===== config.mk =====
export PLATFORM = sky130hd
export DESIGN_NAME = mips_cpu
export DESIGN_NICKNAME = d
export VERILOG_FILES = /design/src/rtl/mips_pkg.sv /design/src/rtl/mips_regfile.sv /design/src/rtl/mips_cpu.sv
export SDC_FILE = /design/constraint.sdc
export NUM_CORES = 1
export LEC_CHECK = 0
export ABC_CLOCK_PERIOD_IN_PS = 11270
export CAP_MARGIN = 20
export CORE_ASPECT_RATIO = 0.6
export CORE_MARGIN = 2
export CORE_UTILIZATION = 60
export CTS_BUF_LIST = sky130_fd_sc_hd__clkbuf_2
export CTS_CLUSTER_DIAMETER = 40
export DETAILED_ROUTE_END_ITERATION = 6
export DONT_BUFFER_PORTS = 1
export PLACE_DENSITY = 0.74
export SLEW_MARGIN = 20
export SYNTH_ARGS = -nofsm -noshare
export SYNTH_HDL_FRONTEND = slang
export SYNTH_SLANG_ARGS = --single-unit

===== constraint.sdc =====
create_clock -name clk -period 11.27 [get_ports clk]
set_input_delay 2.254 -clock clk [delete_from_list [all_inputs] [get_ports clk]]
set_output_delay 2.254 -clock clk [all_outputs]
set_load 0.01 [all_outputs]

===== src/rtl/mips_pkg.sv =====
// Shared encodings for the 8-bit multicycle MIPS subset core:
// opcodes, funct codes, ALU control and controller state.
package mips_pkg;

  localparam logic [5:0] OP_RTYPE = 6'h00;
  localparam logic [5:0] OP_J     = 6'h02;
  localparam logic [5:0] OP_BEQ   = 6'h04;
  localparam logic [5:0] OP_ADDI  = 6'h08;
  localparam logic [5:0] OP_LB    = 6'h20;
  localparam logic [5:0] OP_SB    = 6'h28;

  localparam logic [5:0] FN_ADD = 6'h20;
  localparam logic [5:0] FN_SUB = 6'h22;
  localparam logic [5:0] FN_AND = 6'h24;
  localparam logic [5:0] FN_OR  = 6'h25;
  localparam logic [5:0] FN_SLT = 6'h2A;

  typedef enum logic [1:0] {
    ALUOP_ADD   = 2'b00,
    ALUOP_SUB   = 2'b01,
    ALUOP_FUNCT = 2'b10
  } aluop_e;

  typedef enum logic [2:0] {
    ALU_ADD, ALU_SUB, ALU_AND, ALU_OR, ALU_SLT
  } alufn_e;

  typedef enum logic [1:0] {
    SRCB_REG, SRCB_ONE, SRCB_IMM, SRCB_IMMX4
  } srcb_e;

  typedef enum logic [1:0] {
    PC_ALU, PC_ALUOUT, PC_JUMP
  } pcsrc_e;

  typedef enum logic [3:0] {
    FETCH1, FETCH2, FETCH3, FETCH4, DECODE, MEMADR, LBRD, LBWR, SBWR,
    RTYPEEX, RTYPEWR, BEQEX, JEX, ADDIEX, ADDIWR
  } state_e;

endpackage


===== src/rtl/mips_regfile.sv =====
// Register file: two combinational read ports, one clocked write port,
// register 0 hard-wired to zero.
module mips_regfile #(
  parameter int unsigned WIDTH   = 8,
  parameter int unsigned REGBITS = 3
) (
  input  logic               clk,
  input  logic               we_i,
  input  logic [REGBITS-1:0] ra1_i,
  input  logic [REGBITS-1:0] ra2_i,
  input  logic [REGBITS-1:0] wa_i,
  input  logic [WIDTH-1:0]   wd_i,
  output logic [WIDTH-1:0]   rd1_o,
  output logic [WIDTH-1:0]   rd2_o
);

  localparam int unsigned NREGS = 2 ** REGBITS;

  logic [WIDTH-1:0] regs_q [NREGS];

  always_ff @(posedge clk) begin
    if (we_i && (wa_i != '0)) regs_q[wa_i] <= wd_i;
  end

  assign rd1_o = (ra1_i == '0) ? '0 : regs_q[ra1_i];
  assign rd2_o = (ra2_i == '0) ? '0 : regs_q[ra2_i];

endmodule


===== src/rtl/mips_cpu.sv =====
// 8-bit multicycle MIPS subset core: byte-serial instruction fetch,
// one shared ALU, controller FSM and datapath muxes inline.
module mips_cpu
  import mips_pkg::*;
#(
  parameter int unsigned WIDTH   = 8,
  parameter int unsigned REGBITS = 3
) (
  input  logic             clk,
  input  logic             reset,
  input  logic [WIDTH-1:0] memdata,
  output logic             memread,
  output logic             memwrite,
  output logic [WIDTH-1:0] adr,
  output logic [WIDTH-1:0] writedata
);

  state_e           state_q, state_d;
  logic [WIDTH-1:0] pc_q, pc_d;
  logic [31:0]      ir_q, ir_d;
  logic [WIDTH-1:0] a_q, b_q, mdr_q, aluout_q;

  logic             mem_we, iord, pc_we, pc_branch, pc_en, alusrca;
  logic             reg_we, regdst, memtoreg;
  logic [3:0]       ir_byte_en;
  srcb_e            alusrcb;
  aluop_e           aluop;
  pcsrc_e           pc_src;
  alufn_e           alufn;

  logic [5:0]         op, funct;
  logic [REGBITS-1:0] rs, rt, rd;
  logic [WIDTH-1:0]   imm, immx4, rd1, rd2, src_a, src_b, diff, alu_res, wd;
  logic               alu_zero, unused_ir;

  assign op        = ir_q[31:26];
  assign funct     = ir_q[5:0];
  assign rs        = ir_q[21 +: REGBITS];
  assign rt        = ir_q[16 +: REGBITS];
  assign rd        = ir_q[11 +: REGBITS];
  assign imm       = ir_q[WIDTH-1:0];
  assign immx4     = {ir_q[WIDTH-3:0], 2'b00};
  assign unused_ir = ^ir_q;

  // Controller: one state per cycle
  always_comb begin
    state_d    = FETCH1;
    memread    = 1'b0;
    mem_we     = 1'b0;
    iord       = 1'b0;
    ir_byte_en = 4'b0000;
    pc_we      = 1'b0;
    pc_branch  = 1'b0;
    pc_src     = PC_ALU;
    alusrca    = 1'b0;
    alusrcb    = SRCB_REG;
    aluop      = ALUOP_ADD;
    reg_we     = 1'b0;
    regdst     = 1'b0;
    memtoreg   = 1'b0;
    case (state_q)
      FETCH1: begin memread = 1'b1; ir_byte_en = 4'b1000; pc_we = 1'b1; alusrcb = SRCB_ONE; state_d = FETCH2; end
      FETCH2: begin memread = 1'b1; ir_byte_en = 4'b0100; pc_we = 1'b1; alusrcb = SRCB_ONE; state_d = FETCH3; end
      FETCH3: begin memread = 1'b1; ir_byte_en = 4'b0010; pc_we = 1'b1; alusrcb = SRCB_ONE; state_d = FETCH4; end
      FETCH4: begin memread = 1'b1; ir_byte_en = 4'b0001; pc_we = 1'b1; alusrcb = SRCB_ONE; state_d = DECODE; end
      DECODE: begin
        alusrcb = SRCB_IMMX4;
        case (op)
          OP_LB, OP_SB: state_d = MEMADR;
          OP_RTYPE:     state_d = RTYPEEX;
          OP_BEQ:       state_d = BEQEX;
          OP_J:         state_d = JEX;
          OP_ADDI:      state_d = ADDIEX;
          default:      state_d = FETCH1;
        endcase
      end
      MEMADR: begin
        alusrca = 1'b1;
        alusrcb = SRCB_IMM;
        state_d = (op == OP_SB) ? SBWR : LBRD;
      end
      LBRD:    begin memread = 1'b1; iord = 1'b1; state_d = LBWR; end
      LBWR:    begin reg_we = 1'b1; memtoreg = 1'b1; end
      SBWR:    begin iord = 1'b1; mem_we = 1'b1; end
      RTYPEEX: begin alusrca = 1'b1; aluop = ALUOP_FUNCT; state_d = RTYPEWR; end
      RTYPEWR: begin reg_we = 1'b1; regdst = 1'b1; end
      BEQEX:   begin alusrca = 1'b1; aluop = ALUOP_SUB; pc_branch = 1'b1; pc_src = PC_ALUOUT; end
      JEX:     begin pc_we = 1'b1; pc_src = PC_JUMP; end
      ADDIEX:  begin alusrca = 1'b1; alusrcb = SRCB_IMM; state_d = ADDIWR; end
      ADDIWR:  begin reg_we = 1'b1; end
      default: state_d = FETCH1;
    endcase
  end

  // ALU control and shared ALU
  always_comb begin
    alufn = ALU_ADD;
    case (aluop)
      ALUOP_SUB: alufn = ALU_SUB;
      ALUOP_FUNCT: begin
        case (funct)
          FN_SUB:  alufn = ALU_SUB;
          FN_AND:  alufn = ALU_AND;
          FN_OR:   alufn = ALU_OR;
          FN_SLT:  alufn = ALU_SLT;
          default: alufn = ALU_ADD;
        endcase
      end
      default: alufn = ALU_ADD;
    endcase
  end

  assign src_a = alusrca ? a_q : pc_q;

  always_comb begin
    case (alusrcb)
      SRCB_ONE:   src_b = WIDTH'(1);
      SRCB_IMM:   src_b = imm;
      SRCB_IMMX4: src_b = immx4;
      default:    src_b = b_q;
    endcase
  end

  assign diff = src_a - src_b;

  always_comb begin
    case (alufn)
      ALU_SUB: alu_res = diff;
      ALU_AND: alu_res = src_a & src_b;
      ALU_OR:  alu_res = src_a | src_b;
      ALU_SLT: alu_res = WIDTH'(diff[WIDTH-1]);
      default: alu_res = src_a + src_b;
    endcase
  end

  assign alu_zero = (alu_res == '0);
  assign pc_en    = pc_we | (pc_branch & alu_zero);

  always_comb begin
    pc_d = pc_q;
    if (pc_en) begin
      case (pc_src)
        PC_ALUOUT: pc_d = aluout_q;
        PC_JUMP:   pc_d = immx4;
        default:   pc_d = alu_res;
      endcase
    end
  end

  always_comb begin
    ir_d = ir_q;
    if (ir_byte_en[3]) ir_d[31:24] = memdata;
    if (ir_byte_en[2]) ir_d[23:16] = memdata;
    if (ir_byte_en[1]) ir_d[15:8]  = memdata;
    if (ir_byte_en[0]) ir_d[7:0]   = memdata;
  end

  always_ff @(posedge clk) begin
    if (reset) begin
      state_q <= FETCH1;
      pc_q    <= '0;
      ir_q    <= '0;
    end else begin
      state_q <= state_d;
      pc_q    <= pc_d;
      ir_q    <= ir_d;
    end
  end

  // Datapath holding registers reload every cycle
  always_ff @(posedge clk) begin
    a_q      <= rd1;
    b_q      <= rd2;
    mdr_q    <= memdata;
    aluout_q <= alu_res;
  end

  assign wd = memtoreg ? mdr_q : aluout_q;

  mips_regfile #(.WIDTH(WIDTH), .REGBITS(REGBITS)) u_regfile (
    .clk   (clk),
    .we_i  (reg_we & ~reset),
    .ra1_i (rs),
    .ra2_i (rt),
    .wa_i  (regdst ? rd : rt),
    .wd_i  (wd),
    .rd1_o (rd1),
    .rd2_o (rd2)
  );

  assign memwrite  = mem_we & ~reset;
  assign adr       = iord ? aluout_q : pc_q;
  assign writedata = b_q;

endmodule


==> results of run 1 <==
==> power groups by stage <==
stage	registers [mW]	logic, mW	clock network (mW)
finish	0.579	0.210	0.297
floorplan	0.563	0.165	0
detailed placement	0.587	0.203	0
global route	0.583	0.227	0.320
CTS	0.577	0.205	0.299
global placement	0.586	0.199	0
==> flip-flops by register name (all words and copies together) (netlist names) <==
| name | flops |
|---|---|
| pc_q | 8 |
| writedata | 8 |
| u_regfile.regs_q | 64 |
| mdr_q | 8 |
| a_q | 8 |
| ir_q | 23 |
| state_q | 4 |
| aluout_q | 8 |
==> tightest hold or removal path, stage by stage, from the launching register on <==
cell and delay, ns:
dfxtp_1 0.35, nand2_1 0.05, a21oi_1 0.05
==> path summary, 6_finish.rpt <==
kind                                end  slack [ns]
worst min-delay path            ir_q[7]        0.48
worst max register to register  pc_q[7]        6.07
worst min register to register  ir_q[7]        0.48
worst max-delay path            pc_q[7]        6.07
==> synth_stat cells, types with 17 or more instances <==
library cell   n  area share
dfxtp_1       67        0.19
edfxtp_1      64        0.27
nor2_1        63       0.033
nand2_1       52       0.027
a21oi_1       41       0.028
clkbuf_1      35       0.018
inv_1         35       0.018
o21ai_0       30       0.021
mux2_2        29       0.045
ha_1          27       0.047
mux2i_1       25       0.035
a221oi_1      23       0.028
nor2b_1       17       0.015
==> kinds of logic after synthesis <==
kind of cell,share of synthesized area
simple gates,0.154
buf+inv,0.0416
fa+ha+maj,0.0537
mux,0.130
compound gates,0.163
other cells,0.000519
xor+xnor,0.00606
flops,0.452
==> layout make-up <==
cell class                 count  area share
multi-input combinational    494       0.488
sequential                   131       0.431
tap                          160      0.0265
clock inverter                12      0.0179
inverter                      35      0.0174
clock buffer                  20      0.0132
timing repair buffer           6     0.00595
==> metal layers <==
metal	track usage	wire length (um)	vias up
li1	-	-	2588
met1	0.492	9350	2776
met2	0.437	7940	334
met3	0.115	2730	20
met4	0.0793	183	0
met5	0	0	-
==> cells in the final DEF (no fill, tap or decap), types with 4 or more instances in the layout <==
cell	netlist	final
a211o_1	4	4
ha_1	27	27
o21bai_1	4	4
nand2b_1	10	10
or3_1	4	4
mux4_2	16	16
a222oi_1	6	6
conb_1	1	8
inv_1	35	35
o211ai_1	5	5
a211oi_1	8	8
nor2b_1	17	17
nor2_1	63	63
a22o_1	4	4
o221ai_1	4	4
mux2i_1	25	25
buf_4	0	6
mux2_2	29	29
a221o_1	4	4
nand2_1	52	52
nor3_1	9	9
a21oi_1	41	40
a31oi_1	8	8
clkbuf_2	0	20
edfxtp_1	64	64
dfxtp_1	67	67
nor3b_1	9	9
nor4b_2	4	4
o31ai_1	5	4
a221oi_1	23	23
o21ai_0	30	30
or2_2	6	6
nand3_1	12	12
==> flow_summary_export.csv, run 1 <==
group,metric,value,unit
status,outcome,"finished clean",
drt,wire_per_inst,23.5,um
cts,insertion_delay,0.69,ns
synthesis,synth_flop_cell,"dfxtp_1",
pwr,p_sw,0.340,mW
global_routing,grt_pass1_wl,30900,um
place,dp_slack,6.26,ns
worst_setup_path,cp.depth,14,
worst_setup_path,critical_path_buf_inv_count,1,
layout,postLayoutCoreUtil,0.657,
synthesis,yosysSeqAreaShare,0.452,
worst_setup_path,cp_top_family,"simple AND/OR/NAND/NOR gates",
worst_setup_path,crit_chain,"nor2b_1 > and2_1 > nor3_1 > a222oi_1 > inv_1 > ha_1 > nand2b_1 > a21oi_1 > a31oi_1 > a221oi_1 > o2bb2a_1 > nand4_1 > or4b_1 > nand3_1",
cts,hold_buffers,0,
pwr,clkPwrFrac,0.274,
pwr,switching_share,0.313,
layout,instances_no_fill,858,
cts,cts_root_buf,"clkbuf_2",
pwr,p_comb_frac,0.194,
layout,nFillCells,926,
place,gp_congestion,1.01,
pwr,power_density,144,mW/mm2
sta,finalWorstPathRequiredPeriod,5.20,ns
drt,totalWireLength,20200,um
synthesis,syn_avg_cell_area,10.4,um2
sta,setup_viol,0,
layout,nNetsFinal,724,
die,dieWidth,146,um
worst_setup_path,r2r_cells,14,
synthesis,syn_inst,695,
global_routing,antenna_found_initial,0,
synthesis,yosys_register_bits,131,
drt,viasPerCell,6.66,
cts,htreeDepth,4,
synthesis,synth_edf_count,64,
layout,fin_area,0.00757,mm2
place,place_area,0.00733,mm2
hold_path,min-delay-start,"ir_q[7]",
drt,drt-initial-drc-count,798,
die,design.die.area,0.0130,mm2
layout,regArea,0.00326,mm2
worst_setup_path,crit_required,11.92,ns
worst_setup_path,critPathLaunch,"state_q[0]",
cts,cts_made_buffers,17,
hold_path,hold_class,"flip-flop to flip-flop",
sta,setup-tns-final,0,ns
global_routing,grt_max_degree,42,
global_routing,gr-total-overflow,0,
drt,vias,5718,
worst_setup_path,worstReg2RegStart,"state_q[0]",
worst_setup_path,end_kind,"flip-flop",
sta,rsz0062_at_grt,"no",
place,port_buffers,0,
worst_setup_path,cpPeakStageDelay,0.85,ns
flow_run,maxCapViolCount,0,
sta,finalMaxSlewViolations,0,
worst_setup_path,slowest_stage,"a222oi_1",
sta,worstMarginPinSlew,1.10,ns
cts,cts_buffer_depth,2,
cts,cts_resized,0,
layout,multi_input_area,0.00369,mm2
die,coreArea,0.0115,mm2
worst_setup_path,crit_type,"flip-flop to flip-flop",
sta,fin_crit_sh,0.461,
sta,clock-skew-final,0.0305,ns
layout,syn_to_final_growth,4.80,%
pwr,pwr-share-seq,0.533,
cts,post-cts-setup-buffer-count,0,
drt,drc,0,
pwr,power.total,1.09,mW
sta,max_slew_margin,0.263,
sta,fin_ws,6.07,ns
drt,postRouteAntennaNets,0,
drt,drt_pre_antenna_iters,7,
worst_setup_path,cp.arrival,5.85,ns
cts,clk_pin_slew_worst_paths,0.20,ns
die,rows,30,
pwr,p_int,0.747,mW
layout,diodes,0,
global_routing,grt_pass1_vias,5225,
die,dieHeight,89.0,um
die,io_pins,28,
place,place_hpwl,14900,um
synthesis,yosysUniqueCellTypes,68,
global_routing,grt.total_usage,0.324,
sta,max_freq,0.192,GHz
synthesis,yosys_warnings,0,
place,dpl.cell_count,826,
layout,drive_gt1_frac,0.148,
cts,tritoncts,"done",
synthesis,syn_area,0.00722,mm2
pwr,ir_worst_vdd,0.0862,mV
hold_path,min_path_cells,2,
worst_setup_path,crit_path_start_kind,"flip-flop",
sta,timing.final.hold_violations,0,
synthesis,synthArstFlopShare,0,
cts,cts_num_sinks,131,
sta,whs,0.477,ns
worst_setup_path,cp_max_fo,17,
die,start_util,0.627,
pwr,p_leak,2.80,nW
No activity file was read; power rests on OpenSTA's default activity.
==> run 2: changes to the inputs <==
Settings changed: ABC_CLOCK_PERIOD_IN_PS 11270 to 5340.
Clock period 11.27 ns to 5.34 ns, I/O delays scaled along.
==> flow_summary_export.csv, run 2 (same netlist as run 1, synthesis figures left out) <==
group,metric,value,unit
worst_setup_path,cpPeakStageDelay,0.65,ns
worst_setup_path,reg2reg_to,"pc_q[7]",
worst_setup_path,cp_max_fo,14,
worst_setup_path,r2r_cells,14,
die,io_pins,28,
place,place_hpwl,14900,um
global_routing,grt_pass1_wl,30800,um
pwr,clkPwrFrac,0.261,
layout,diodes,0,
global_routing,antenna_found_initial,0,
die,dieWidth,146,um
worst_setup_path,critPathCapture,"pc_q[7]",
global_routing,grt_pass1_vias,5347,
sta,finalWorstPathRequiredPeriod,5.08,ns
layout,top_register,"u_regfile.regs_q",
sta,max_freq,0.197,GHz
cts,cts_buffer_depth,2,
sta,fin_crit_sh,0.951,
sta,rsz0062_at_grt,"no",
worst_setup_path,r2r_slack,0.26,ns
drt,drt_pre_antenna_iters,7,
layout,layout_commonest_cell,"dfxtp_1",
worst_setup_path,crit_chain,"nor2b_1 > and2_1 > nor3_1 > a222oi_1 > inv_1 > ha_1 > nor2b_1 > o21ai_0 > a31oi_1 > a221oi_1 > o2bb2a_1 > nand4_1 > or4b_1 > nand3_1",
cts,htreeDepth,4,
pwr,p_int,1.53,mW
pwr,p_comb_frac,0.198,
worst_setup_path,cp.arrival,5.74,ns
drt,viasPerCell,6.75,
pwr,power_density,299,mW/mm2
worst_setup_path,slowest_stage,"or4b_1",
die,start_util,0.627,
sta,clock-skew-final,0.0343,ns
worst_setup_path,crit_required,5.99,ns
global_routing,gr-total-overflow,0,
drt,totalWireLength,20300,um
sta,timing.final.hold_violations,0,
global_routing,grt_max_degree,42,
layout,postLayoutCoreUtil,0.657,
layout,reg.largest.list,"u_regfile.regs_q x64, ir_q x23",
cts,post-cts-setup-buffer-count,0,
worst_setup_path,cp_top_family,"simple AND/OR/NAND/NOR gates",
sta,finalMaxSlewViolations,0,
flow_run,maxCapViolCount,0,
die,dieHeight,89.0,um
layout,drive_gt1_frac,0.153,
sta,setup-tns-final,0,ns
sta,worstMarginPinSlew,1.08,ns
pwr,ir_worst_vdd,0.186,mV
die,coreArea,0.0115,mm2
drt,wire_per_inst,23.6,um
layout,nNetsFinal,726,
cts,clk_pin_slew_worst_paths,0.21,ns
drt,postRouteAntennaNets,0,
pwr,switching_share,0.326,
worst_setup_path,critical_path_buf_inv_count,1,
hold_path,hold_class,"primary input to flip-flop",
global_routing,grt.total_usage,0.322,
cts,cts_root_buf,"clkbuf_2",
layout,largest_reg_flops,64,
die,design.die.area,0.0130,mm2
worst_setup_path,crit_path_start_kind,"flip-flop",
pwr,p_sw,0.739,mW
worst_setup_path,crit_top_cell,"nor2b_1",
pwr,p_leak,2.80,nW
pwr,pwr-share-seq,0.541,
cts,cts_num_sinks,131,
cts,cts_made_buffers,17,
worst_setup_path,cp.depth,14,
place,gp_congestion,1.02,
cts,tritoncts,"done",
layout,syn_to_final_growth,4.76,%
sta,max_slew_margin,0.275,
die,rows,30,
drt,drc,0,
place,port_buffers,0,
worst_setup_path,worstReg2RegStart,"state_q[2]",
cts,insertion_delay,0.69,ns
layout,mostFrequentLayoutCells,"dfxtp_1, edfxtp_1, nor2_1",
drt,vias,5806,
status,outcome,"finished clean",
worst_setup_path,critPathLaunch,"state_q[2]",
sta,setup_viol,0,
worst_setup_path,crit_type,"flip-flop to flip-flop",
drt,drt-initial-drc-count,689,
worst_setup_path,end_kind,"flip-flop",
run 2: cell types whose count changed in the layout (fill, tap and decap cells not counted), sizes merged:
cell	delta
inv	+4
clkbuf	-2
buf	+1
bufinv	-1
clkinv	-1
clkinvlp	+1
run 2: final cells by class:
type                    count  area, um2
repair buffers              8       60.1
inverters                  35        131
well taps                 160        200
fillers                   936       3960
multi-input cells         494       3690
clock buffers              17       85.1
flip-flops and latches    131       3270
clock inverters            15        134
run 2: stage by stage:
step	setup slack, ns	instances	total power, mW	area, um2	hold WS (ns)
4_1_cts	0.317	859	2.25	7560	0.382
6_report	0.259	860	2.27	7570	0.391
3_3_place_gp	0.677	827	1.66	7340	0.458
5_1_grt	0.0217	860	2.35	7570	0.349
3_5_place_dp	0.399	827	1.68	7340	0.473
2_1_floorplan	1.48	702	1.54	7250	0.436
run 2: repair_timing:
action	in CTS	in global routing
hold buffers	0	0
setup endpoints to repair	0	1
gates resized for setup	0	1
run 2: per-layer routing:
| metal | part of all wire | GRT usage | vias to the layer above |
|---|---|---|---|
| met4 | 0.016 | 0.0918 | 0 |
| met5 | 0 | 0 | - |
| met2 | 0.40 | 0.445 | 354 |
| met3 | 0.14 | 0.0980 | 33 |
| li1 | - | - | 2581 |
| met1 | 0.45 | 0.488 | 2838 |
run 2: power by group through the flow:
stage / Sequential [mW] / Clock, mW / Combinational, mW
floorplan: 1.19 / 0 / 0.348
global placement: 1.24 / 0 / 0.423
detailed placement: 1.24 / 0 / 0.434
CTS: 1.22 / 0.590 / 0.437
global route: 1.23 / 0.636 / 0.485
finish: 1.23 / 0.591 / 0.450
run 2: worst min-delay path by stage:
stage,startpoint,to,slack [ns],cells after the start
finish,memdata[0],mdr_q[0],0.39,0
global route,memdata[0],mdr_q[0],0.35,0
CTS,memdata[0],mdr_q[0],0.38,0
detailed placement,ir_q[6],ir_q[6],0.47,2
global placement,ir_q[7],ir_q[7],0.46,2
floorplan,ir_q[6],ir_q[6],0.44,2
